<file path="config.mk">
export PLATFORM = sky130hd
export DESIGN_NAME = disp_lap_mux
export DESIGN_NICKNAME = d
export VERILOG_FILES = /design/src/rtl/disp_lap_mux.sv
export SDC_FILE = /design/constraint.sdc
export NUM_CORES = 1
export LEC_CHECK = 0
export ABC_CLOCK_PERIOD_IN_PS = 6900
export CAP_MARGIN = 15
export CORE_ASPECT_RATIO = 0.7
export CORE_UTILIZATION = 60
export DETAILED_ROUTE_END_ITERATION = 8
export PLACE_DENSITY = 0.84
export REMOVE_ABC_BUFFERS = 1
export SLEW_MARGIN = 0
export SYNTH_ARGS = -nofsm -noshare
export SYNTH_HDL_FRONTEND = slang
export SYNTH_SLANG_ARGS = --single-unit
</file>
<file path="constraint.sdc">
create_clock -name clk -period 6.9 [get_ports clk]
set_input_delay 0.69 -clock clk [delete_from_list [all_inputs] [get_ports clk]]
set_output_delay 0.69 -clock clk [all_outputs]
set_load 0.05 [all_outputs]
</file>
<file path="src/rtl/disp_lap_mux.sv">
// Display-source selector with a circular lap buffer for the stopwatch display path.
// Optional feature macro: LAP_OVERWRITE_EN (when defined, a capture into a full buffer replaces the oldest lap).
module disp_lap_mux #(
  parameter int SEG_W     = 7,
  parameter int NUM_DIG   = 6,
  parameter int LAP_DEPTH = 4
) (
  input  logic                               clk,
  input  logic                               rst,
  input  logic [NUM_DIG*SEG_W-1:0]           live_bus,
  input  logic                               lap_stb,
  input  logic                               view_sel,
  input  logic                               recall_nxt,
  input  logic                               clr,
  output logic [NUM_DIG*SEG_W-1:0]           disp_bus,
  output logic [$clog2(LAP_DEPTH+1)-1:0]     lap_cnt,
  output logic [$clog2(LAP_DEPTH)-1:0]       lap_idx,
  output logic                               lap_full,
  output logic                               lap_ovf
);

  localparam int FW = NUM_DIG * SEG_W;
  localparam int CW = $clog2(LAP_DEPTH + 1);
  localparam int IW = $clog2(LAP_DEPTH);
  localparam logic [IW:0]   DEPTH_S = (IW+1)'(LAP_DEPTH);
  localparam logic [CW-1:0] DEPTH_C = CW'(LAP_DEPTH);

  typedef enum logic {S_LIVE, S_RECALL} state_t;

  state_t          state, state_n;
  logic [FW-1:0]   mem [LAP_DEPTH];
  logic [IW-1:0]   wr_ptr, rd_base, wr_ptr_n, rd_base_n, idx_n, rd_slot;
  logic [CW-1:0]   cnt_n;
  logic            ovf_n, full_now, cap, wr_en;
  logic [FW-1:0]   disp_n;

  function automatic logic [IW-1:0] slot_add(input logic [IW-1:0] a, input logic [IW-1:0] b);
    logic [IW:0] s;
    s = {1'b0, a} + {1'b0, b};
    if (s >= DEPTH_S) s = s - DEPTH_S;
    return s[IW-1:0];
  endfunction

  always_comb begin
    full_now  = (lap_cnt == DEPTH_C);
    cap       = lap_stb & ~clr;
    wr_en     = 1'b0;
    wr_ptr_n  = wr_ptr;
    rd_base_n = rd_base;
    cnt_n     = lap_cnt;
    ovf_n     = lap_ovf;
    idx_n     = lap_idx;
    state_n   = state;
    if (clr) begin
      wr_ptr_n  = '0;
      rd_base_n = '0;
      cnt_n     = '0;
      ovf_n     = 1'b0;
      idx_n     = '0;
      state_n   = S_LIVE;
    end else begin
      if (cap) begin
        if (!full_now) begin
          wr_en    = 1'b1;
          wr_ptr_n = slot_add(wr_ptr, IW'(1));
          cnt_n    = lap_cnt + CW'(1);
        end else begin
`ifdef LAP_OVERWRITE_EN
          wr_en     = 1'b1;
          wr_ptr_n  = slot_add(wr_ptr, IW'(1));
          rd_base_n = slot_add(rd_base, IW'(1));
`else
          ovf_n = 1'b1;
`endif
        end
      end
      // Entry and wrap decisions use the lap count from before any same-cycle capture.
      case (state)
        S_LIVE: begin
          if (view_sel && lap_cnt != '0) begin
            state_n = S_RECALL;
            idx_n   = '0;
          end
        end
        S_RECALL: begin
          if (!view_sel) state_n = S_LIVE;
          else if (recall_nxt)
            idx_n = (CW'(lap_idx) == lap_cnt - CW'(1)) ? '0 : lap_idx + IW'(1);
        end
        default: state_n = S_LIVE;
      endcase
    end
    // A slot being written this edge is forwarded so the display never shows stale data.
    rd_slot = slot_add(rd_base_n, idx_n);
    if (state_n == S_LIVE)              disp_n = live_bus;
    else if (wr_en && rd_slot == wr_ptr) disp_n = live_bus;
    else                                disp_n = mem[rd_slot];
  end

  always_ff @(posedge clk) begin
    if (rst) begin
      state    <= S_LIVE;
      disp_bus <= '0;
      lap_cnt  <= '0;
      lap_idx  <= '0;
      wr_ptr   <= '0;
      rd_base  <= '0;
      lap_full <= 1'b0;
      lap_ovf  <= 1'b0;
    end else begin
      state    <= state_n;
      disp_bus <= disp_n;
      lap_cnt  <= cnt_n;
      lap_idx  <= idx_n;
      wr_ptr   <= wr_ptr_n;
      rd_base  <= rd_base_n;
      lap_full <= (cnt_n == DEPTH_C);
      lap_ovf  <= ovf_n;
    end
  end

  always_ff @(posedge clk) begin
    if (wr_en && !rst) mem[wr_ptr] <= live_bus;
  end

endmodule

</file>
==> results of run 1 <==
## state kept, by name (all words and copies together) (netlist names)
name      cells
lap_idx       2
lap_cnt       3
lap_ovf       1
rd_base       2
lap_full      1
state         1
wr_ptr        2
disp_bus     42
mem         168
## path summary, 6_finish.rpt
kind              startpoint  slack [ps]     endpoint
setup / recovery  lap_cnt[0]        2440  disp_bus[8]
hold / removal    rd_base[1]         480   rd_base[1]
setup reg to reg  lap_cnt[0]        2440  disp_bus[8]
hold reg to reg   rd_base[1]         480   rd_base[1]
## cells in the final DEF, fill, tap and decap left out, types with 2 or more instances in the layout
cell | netlist | final
and3_2 | 0 | 4
o21ai_0 | 2 | 2
a221o_1 | 42 | 42
nor3_1 | 44 | 43
buf_4 | 0 | 5
nor2_1 | 53 | 53
a31oi_1 | 2 | 2
clkbuf_1 | 19 | 10
ha_1 | 8 | 7
dfxtp_1 | 54 | 54
clkdlybuf4s50_1 | 0 | 96
xnor2_1 | 6 | 6
inv_1 | 9 | 9
nor2b_1 | 3 | 3
mux2i_1 | 87 | 87
nor3b_1 | 2 | 2
nand2b_2 | 0 | 2
edfxtp_1 | 168 | 168
a311o_1 | 2 | 2
and2_1 | 3 | 3
nand2b_1 | 4 | 2
clkbuf_16 | 0 | 21
nand2_1 | 5 | 5
a21oi_1 | 4 | 4
clkbuf_8 | 0 | 4
a211oi_2 | 2 | 2
## worst min-delay path, delay by kind of cell, from the launching register on
kind / cells / cell delay (ps)
and+or+nand+nor: 1 / 40
DFF: 1 / 330
buffers and inverters: 1 / 70
## cell families (layout without fill, tap and decap cells)
kind of cell / Yosys count / after routing / share of synthesized area [%]
flip-flops: 222 / 222 / 71.52
AO/OA/AOI/OAI: 60 / 60 / 6.646
buffers and inverters: 48 / 149 / 2.951
XOR/XNOR: 7 / 7 / 0.7158
multiplexers: 87 / 87 / 10.17
adder cells (fa/ha/maj): 8 / 8 / 1.169
AND/OR/NAND/NOR: 124 / 124 / 6.836
## routing by layer
metal	GRT usage [%]	up-vias
met5	0	-
met4	6.559	0
met3	4.077	21
met2	38.94	190
met1	31.65	2415
li1	-	2300
## where the power goes
| group | switching [mW] | internal, mW | total [mW] |
|---|---|---|---|
| clock | 0.464 | 0.611 | 1.08 |
| sequential | 0.00957 | 1.46 | 1.47 |
| combinational | 0.102 | 0.0673 | 0.170 |
## through the flow
step                      hold slack [ps]  util, %  area [µm²]  cells
after floorplan                     416.4        -        8351    518
after global placement              429.1    69.08        9614    809
after detailed placement            469.6    69.08        9614    809
after CTS                           481.4    73.67       10250    847
after global routing                514.4    73.67       10250    847
final                               481.5    73.67       10250    847
## cell type report
type	count	area share (%)
Inverter	10	0.3661
Clock buffer	35	6.028
Timing Repair Buffer	101	9.738
Clock inverter	3	0.2074
Multi-Input combinational cell	286	21.60
Sequential cell	222	59.74
Tap cell	190	2.318
==> results_dict.tcl, run 1 <==
set metrics [dict create \
    final.setup.worst_slack_ps 2441 \
    cts_buffer_depth 3 \
    path_class "reg -> reg" \
    yosysWarnings 0 \
    pre_cts_ws_ps 2471 \
    area_growth_pct 19.71 \
    finClkSkew_ps 9.764 \
    timing.setup.tns_ps 0 \
    finalHoldViolCount 0 \
    cts.htree.levels 1 \
    crit_family "compound AO/OA/AOI/OAI gates" \
    ys_seq_area_share_pct 71.52 \
    nets 698 \
    rows 36 \
    yosysMostFrequentCell "edfxtp_1" \
    slowest_delay_ps 610 \
    cts_root_buffer "clkbuf_16" \
    cts_resized 0 \
    crit_path_frequent_cell "xnor2_1" \
    synthCells 556 \
    cp_cell_sequence "inv_1 -> ha_1 -> xnor2_1 -> or3_4 -> nor3b_1 -> o21ai_0 -> a21oi_1 -> ha_4 -> xnor2_1 -> a311o_1 -> or3_1 -> o211a_2 -> a221o_1" \
    grt_pass1_wl_um 25940 \
    die_w_um 144.8 \
    worstMarginPinSlew_ps 1153 \
    syn-cell-area_um2 8566 \
    timing.final.crit_share_pct 64.63 \
    wl_per_cell_um 19.64 \
    failed_checks "DRC" \
    crit_buf_inv 1 \
    status "complete, but fails checks" \
    die_h_um 102.0 \
    maxSlewViolCount 0 \
    final-seq-area_um2 6126 \
    post_cts_buffers 0 \
    rsz0062_at_grt "no" \
    end_kind "flip-flop" \
    path_depth 13 \
    syn_area_per_cell_um2 15.41 \
    reg2regPathDepth 13 \
    cts_buffers 21 \
    p_leak_nw 3.242 \
    dieArea_um2 14770 \
    async_flop_share_pct 0 \
    critPathLaunchType "flip-flop" \
    io_buffers 96 \
    grt_max_degree 85 \
    setup_violations 0 \
    grt_pass1_vias 4970 \
    fmaxAchievable_mhz 224.2 \
    wirelength_um 16640 \
    dp.final_hpwl_um 9015 \
    antenna_found_initial 0 \
    p_per_area_nw_per_um2 264.7 \
    num-fill-cells 838 \
    gp_congestion 0.8151 \
    met2WireLength_um 7970 \
    grtUsageTotal_pct 23.24 \
    post-route-drc-count 1 \
    slew_headroom_pct 23.13 \
    fp.coreArea_um2 13920 \
    netlist_top_cells_area "edfxtp_1, dfxtp_1, mux2i_1, a221o_1, nor3_1" \
    crit_slowest_cell "ha_4" \
    cp_data_required_time_ps 7270 \
    n_antenna_cell 0 \
    hp-class "reg -> reg" \
    clock_latency_ps 490 \
    drive_gt1_share_pct 7.306 \
    drtIter0Drc 308 \
    synth_seq_cells 222 \
    hold_depth 2 \
    cts_tree "built" \
    via_per_inst 5.816 \
    dr_wl_met3_um 1087 \
    synth.largest_area_cell "edfxtp_1" \
    io_pins 97 \
    finalPower_mw 2.714 \
    drtPass1Iterations 6 \
    synth_common_cells "edfxtp_1, mux2i_1, dfxtp_1" \
    multi_input_area_um2 2215 \
    overflow 0 \
    postRouteAntennaNets 0 \
    cap_violations 0 \
    vias 4926 \
    wl_met1_um 7260 \
    synth-edff-count 168 \
    clk_pin_slew_ps 60 \
    worst-endpoint-arrival_ps 4830 \
    ir_drop_uv 192.5 \
    synth_cell_types 40 \
    synth_top_area_share_pct 58.90 \
    routed.top_layer "met4" \
    initial_utilization_pct 61.54 \
    synthFlopType "edfxtp_1" \
    cts_hold_buffers 0 \
    min_period_ps 4460 \
    cts_num_sinks 222 \
    crit_fanout 42 \
]
No activity file was read; power rests on OpenSTA's default activity.
==> run 2: changes to the inputs <==
Settings changed: ABC_CLOCK_PERIOD_IN_PS 6900 to 3580, CORE_UTILIZATION 60 to 50, PLACE_DENSITY 0.84 to 0.75.
Clock period 6.9 ns to 3.58 ns, I/O delays scaled along.
==> run 2 against run 1 <==
Effect of this change: the flow now finishes without violations; via count hardly changed; final area grew 3.1%; power rose by 96%; global-route usage is 3.4 points lower; combinational power is 100% higher; die area increased by 20%; first-iteration DRC count rose by 2.9%; critical path type unchanged; routed wire length grew 2.3%; sequential share of layout area decreased by 1.8 points; setup slack got worse by 2300 ps; critical path depth is 2 higher; sequential power rose by 93%.
==> results_dict.tcl, run 2 (synthesis gave the netlist of run 1 again) <==
set metrics [dict create \
    status "completed" \
    final_cell_mix "edfxtp_1, clkdlybuf4s50_1, mux2i_1" \
    rsz0062_at_grt "no" \
    cp_data_required_time_ps 3950 \
    area_growth_pct 23.47 \
    finalPower_mw 5.325 \
    io_buffers 96 \
    path_class "reg -> reg" \
    dieArea_um2 17670 \
    reg2reg_to "disp_bus[33]" \
    critPathLaunch "lap_cnt[0]" \
    final-seq-area_um2 6127 \
    initial_utilization_pct 51.78 \
    holdWs_ps 460.2 \
    r2r_slack_ps 140 \
    clk_pin_slew_ps 60 \
    pwr-share-clk_pct 40.4 \
    layout_commonest_cell "edfxtp_1" \
    fp.coreArea_um2 16540 \
    via_per_inst 5.520 \
    grt_max_degree 85 \
    multi_input_area_um2 2245 \
    timing.final.crit_share_pct 95.96 \
    cts_tree "built" \
    cts.htree.levels 1 \
    ir_drop_uv 323.9 \
    p_int_mw 4.229 \
    final_cell_count_no_fill 893 \
    vias 4929 \
    timing.rr.start "lap_cnt[0]" \
    fmaxAchievable_mhz 291.1 \
    cts_hold_buffers 0 \
    crit_path_frequent_cell "o21ai_1" \
    placed_cells 856 \
    crit_end "disp_bus[33]" \
    gp_congestion 0.8408 \
    hp-class "reg -> reg" \
    cts_buffer_depth 3 \
    nets 710 \
    top_register "mem" \
    io_pins 97 \
    switching_share_pct 20.58 \
    setup_violations 0 \
    dp.final_hpwl_um 9758 \
    drtPass1Iterations 5 \
    critPathLaunchType "flip-flop" \
    die_h_um 111.5 \
    wl_per_cell_um 19.06 \
    post-route-drc-count 0 \
    p_per_area_nw_per_um2 503.5 \
    maxSlewViolCount 0 \
    timing.setup.tns_ps 0 \
    dpl-instance-area_um2 9873 \
    rows 39 \
    end_kind "flip-flop" \
    wirelength_um 17030 \
    drtIter0Drc 317 \
    crit_slowest_cell "or3_4" \
    n_antenna_cell 0 \
    cp_cell_sequence "inv_1 -> ha_1 -> xor2_1 -> or3_4 -> nor3b_1 -> o21ai_1 -> a21oi_2 -> ha_4 -> nor3_1 -> o21ai_1 -> a211oi_2 -> nor3_4 -> o211a_4 -> buf_12 -> a221o_1" \
    grtUsageTotal_pct 19.80 \
    finClkSkew_ps 7.200 \
    grt_pass1_vias 5085 \
    overflow 0 \
    p_leak_nw 3.365 \
    slowest_delay_ps 400 \
    cap_violations 0 \
    cts_root_buffer "clkbuf_16" \
    finalHoldViolCount 0 \
    stdcell_area_um2 10580 \
    worst-endpoint-arrival_ps 3800 \
    drive_gt1_share_pct 9.581 \
    cts_buffers 21 \
    pwr-share-seq_pct 53.2 \
    p_comb_share_pct 6.5 \
    largest_register_ffs 168 \
    postRouteAntennaNets 0 \
    top_regs "mem (168), disp_bus (42), lap_cnt (3)" \
    grt_pass1_wl_um 26660 \
    die_w_um 158.4 \
    num-fill-cells 1180 \
    slew_headroom_pct 42.09 \
    crit_fanout 16 \
    min_period_ps 3435 \
    power.switching_mw 1.096 \
    antenna_found_initial 1 \
    worstMarginPinSlew_ps 867.1 \
    cts_num_sinks 222 \
    clock_latency_ps 490 \
    reg2regPathDepth 15 \
]
==> run 2: timing repair <==
action                     in CTS  in global routing
buffers inserted                0                  0
pin swaps                       0                  4
setup endpoints to repair      37                 42
gates resized for setup         5                  4
==> run 2: worst max-delay path, delay by kind of cell, from the launching register on <==
| kind | cells | cell delay (ps) |
|---|---|---|
| buffers and inverters | 2 | 230 |
| flip-flops | 1 | 330 |
| XOR/XNOR | 1 | 160 |
| AO/OA/AOI/OAI | 6 | 1320 |
| adder cells (fa/ha/maj) | 2 | 390 |
| AND/OR/NAND/NOR | 4 | 880 |
==> run 2: power by group through the flow <==
stage | clock network, mW | logic (mW) | registers [mW]
4_1_cts | 2.20 | 0.344 | 2.83
5_1_grt | 2.30 | 0.364 | 2.83
3_5_place_dp | 0 | 0.341 | 2.89
3_3_place_gp | 0 | 0.333 | 2.88
6_report | 2.15 | 0.343 | 2.83
2_1_floorplan | 0 | 0.0677 | 2.98
==> run 2: cell type report <==
| type | instances | area share (%) |
|---|---|---|
| clock inverters | 5 | 0.7335 |
| repair buffers | 113 | 11.55 |
| multi-input cells | 286 | 21.22 |
| well taps | 225 | 2.662 |
| clock buffers | 32 | 5.548 |
| flip-flops and latches | 222 | 57.93 |
| inverters | 10 | 0.3549 |
==> run 2: routing by layer <==
metal | routed length [µm] | up-vias | GRT usage, % | part of all wire [%]
li1 | - | 2336 | - | -
met1 | 7495 | 2402 | 27.97 | 44
met2 | 8001 | 162 | 31.05 | 47
met3 | 1248 | 29 | 4.476 | 7.3
met4 | 279 | 0 | 5.128 | 1.6
met5 | 0 | - | 0 | 0
==> run 2: worst min-delay path by stage <==
| stage | start | endpoint | slack, ps | cells past startpoint |
|---|---|---|---|---|
| 2_1_floorplan | rd_base[0] | rd_base[0] | 420 | 2 |
| 3_3_place_gp | rd_base[0] | rd_base[0] | 450 | 2 |
| 3_5_place_dp | rd_base[0] | rd_base[0] | 450 | 2 |
| 4_1_cts | rd_base[0] | rd_base[0] | 460 | 2 |
| 5_1_grt | rd_base[0] | rd_base[0] | 490 | 2 |
| 6_report | rd_base[0] | rd_base[0] | 460 | 2 |
==> run 2: per-stage QoR <==
step                      util, %  setup WS (ps)
after CTS                   63.82          44.36
after global placement      59.69          85.52
final                       63.94          144.8
after detailed placement    59.69         -53.35
after global routing        63.94          3.251
after floorplan                 -          -5046
==> run 3: changes to the inputs <==
Settings changed: CORE_UTILIZATION 50 to 52, CTS_BUF_LIST from default to sky130_fd_sc_hd__clkbuf_4, GPL_TIMING_DRIVEN from default to 1, PLACE_DENSITY 0.75 to 0.78.
==> run 3 against run 2 <==
Effect of this change: first-iteration DRC count is 39% higher; sequential share of layout area is 0.15 points lower; non-clock buffer count is 6 higher; count of clock-buffer cells in the layout is 54 higher; maximum frequency is 0.36% lower; clock power is 3% lower; register-to-register slack hardly changed; power is 1.1% lower; highest routed layer unchanged.
==> results_dict.tcl, run 3 (synthesis gave the netlist of run 1 again) <==
set metrics [dict create \
    maxSlewViolCount 0 \
    end_kind "flip-flop" \
    area_growth_pct 23.84 \
    io_buffers 96 \
    crit_slowest_cell "or3_1" \
    p_int_mw 4.104 \
    slowest_delay_ps 400 \
    cts_hold_buffers 0 \
    power.switching_mw 1.163 \
    drive_gt1_share_pct 18.03 \
    final_cell_count_no_fill 953 \
    placed_cells 856 \
    drtIter0Drc 442 \
    pwr-share-clk_pct 39.8 \
    p_per_area_nw_per_um2 496.5 \
    via_per_inst 5.455 \
    cts_buffers 52 \
    switching_share_pct 22.08 \
    final_cell_mix "edfxtp_1, clkdlybuf4s50_1, mux2i_1" \
    layout_commonest_cell "edfxtp_1" \
    overflow 0 \
    vias 5199 \
    cts.htree.levels 2 \
    fmaxAchievable_mhz 290.1 \
    drtPass1Iterations 5 \
    critPathLaunchType "flip-flop" \
    hp-class "in -> reg" \
    worst-endpoint-arrival_ps 3930 \
    post-route-drc-count 0 \
    cts_num_sinks 222 \
    crit_buf_inv 2 \
    min_period_ps 3448 \
    grt_max_degree 85 \
    die_w_um 155.4 \
    nets 747 \
    cts_buffer_depth 3 \
    finalPower_mw 5.267 \
    path_class "reg -> reg" \
    ir_drop_uv 278.1 \
    grt_pass1_wl_um 27490 \
    grtUsageTotal_pct 21.31 \
    cap_violations 0 \
    fp.coreArea_um2 15790 \
    rsz0062_at_grt "no" \
    crit_family "simple AND/OR/NAND/NOR gates" \
    p_comb_share_pct 6.6 \
    cp_cell_sequence "inv_1 -> ha_2 -> xnor2_1 -> or3_4 -> nor3b_1 -> o21ai_1 -> a21oi_2 -> ha_4 -> and2_1 -> o21ai_0 -> a211oi_2 -> or3_1 -> o211a_4 -> buf_12 -> a221o_1" \
    timing.final.crit_share_pct 96.30 \
    setup_violations 0 \
    cts_root_buffer "clkbuf_4" \
    postRouteAntennaNets 0 \
    p_leak_nw 3.482 \
    crit_fanout 23 \
    finalHoldViolCount 0 \
    worstMarginPinSlew_ps 626.3 \
    post_cts_buffers 0 \
    finClkSkew_ps 22.49 \
    top_regs "mem (168), disp_bus (42), lap_cnt (3)" \
    clk_pin_slew_ps 80 \
    grt_pass1_vias 5371 \
    io_pins 97 \
    cp_data_required_time_ps 4060 \
    die_h_um 109.4 \
    gp_congestion 0.7756 \
    top_register "mem" \
    wirelength_um 18160 \
    pwr-share-seq_pct 53.7 \
    status "completed" \
    holdWs_ps 419.2 \
    rows 38 \
    wl_per_cell_um 19.05 \
    dp.final_hpwl_um 10040 \
    slew_headroom_pct 58.25 \
    num-fill-cells 1127 \
    initial_utilization_pct 54.26 \
    antenna_found_initial 1 \
    largest_register_ffs 168 \
    cts_tree "built" \
    clock_latency_ps 610 \
    dieArea_um2 17000 \
]
run 3: cell type report:
cell class,instances,area (µm²),area share [%]
antenna,1,2.502,0.02359
clock buffer,86,645.6,6.086
clock inverter,9,62.56,0.5898
inverter,10,37.54,0.3539
multi-input combinational,286,2237,21.09
sequential,222,6130,57.78
tap,220,275.3,2.595
timing repair buffer,119,1217,11.48
run 3: path summary, 6_finish.rpt:
path | from | endpoint | slack (ps) | cells after the start
min | live_bus[6] | mem[0][6] | 420 | 1
min reg2reg | rd_base[0] | rd_base[0] | 480 | 2
max reg2reg | lap_cnt[1] | disp_bus[27] | 130 | 15
max | lap_cnt[1] | disp_bus[27] | 130 | 15
run 3: through the flow:
step | setup TNS (ps) | setup slack [ps] | util (%) | cell area, µm²
6_report | 0 | 132.4 | 67.20 | 10610
5_1_grt | 0 | 4.159 | 67.18 | 10610
4_1_cts | 0 | 15.38 | 66.94 | 10570
3_5_place_dp | 0 | 23.98 | 62.43 | 9854
3_3_place_gp | 0 | 101.8 | 62.43 | 9854
2_1_floorplan | -211930 | -5046 | - | 8351
run 3: layer usage:
layer	vias up	GRT usage, %	share of wire [%]
met4	0	6.723	0.85
met5	-	0	0
li1	2442	-	-
met2	207	34.27	46
met1	2532	28.26	45
met3	18	6.110	8.3
run 3: timing repair:
item | CTS | global route
cloned | 0 | 1
gates resized for setup | 2 | 7
endpoints found under the hold margin | 0 | 0
endpoints found under the setup margin | 12 | 42
pin swaps | 0 | 5
run 3: power by group through the flow:
stage | clock network [mW] | logic, mW | registers, mW
3_5_place_dp | 0 | 0.343 | 2.88
6_report | 2.09 | 0.345 | 2.83
2_1_floorplan | 0 | 0.0677 | 2.98
4_1_cts | 2.14 | 0.344 | 2.83
5_1_grt | 2.28 | 0.364 | 2.83
3_3_place_gp | 0 | 0.334 | 2.89
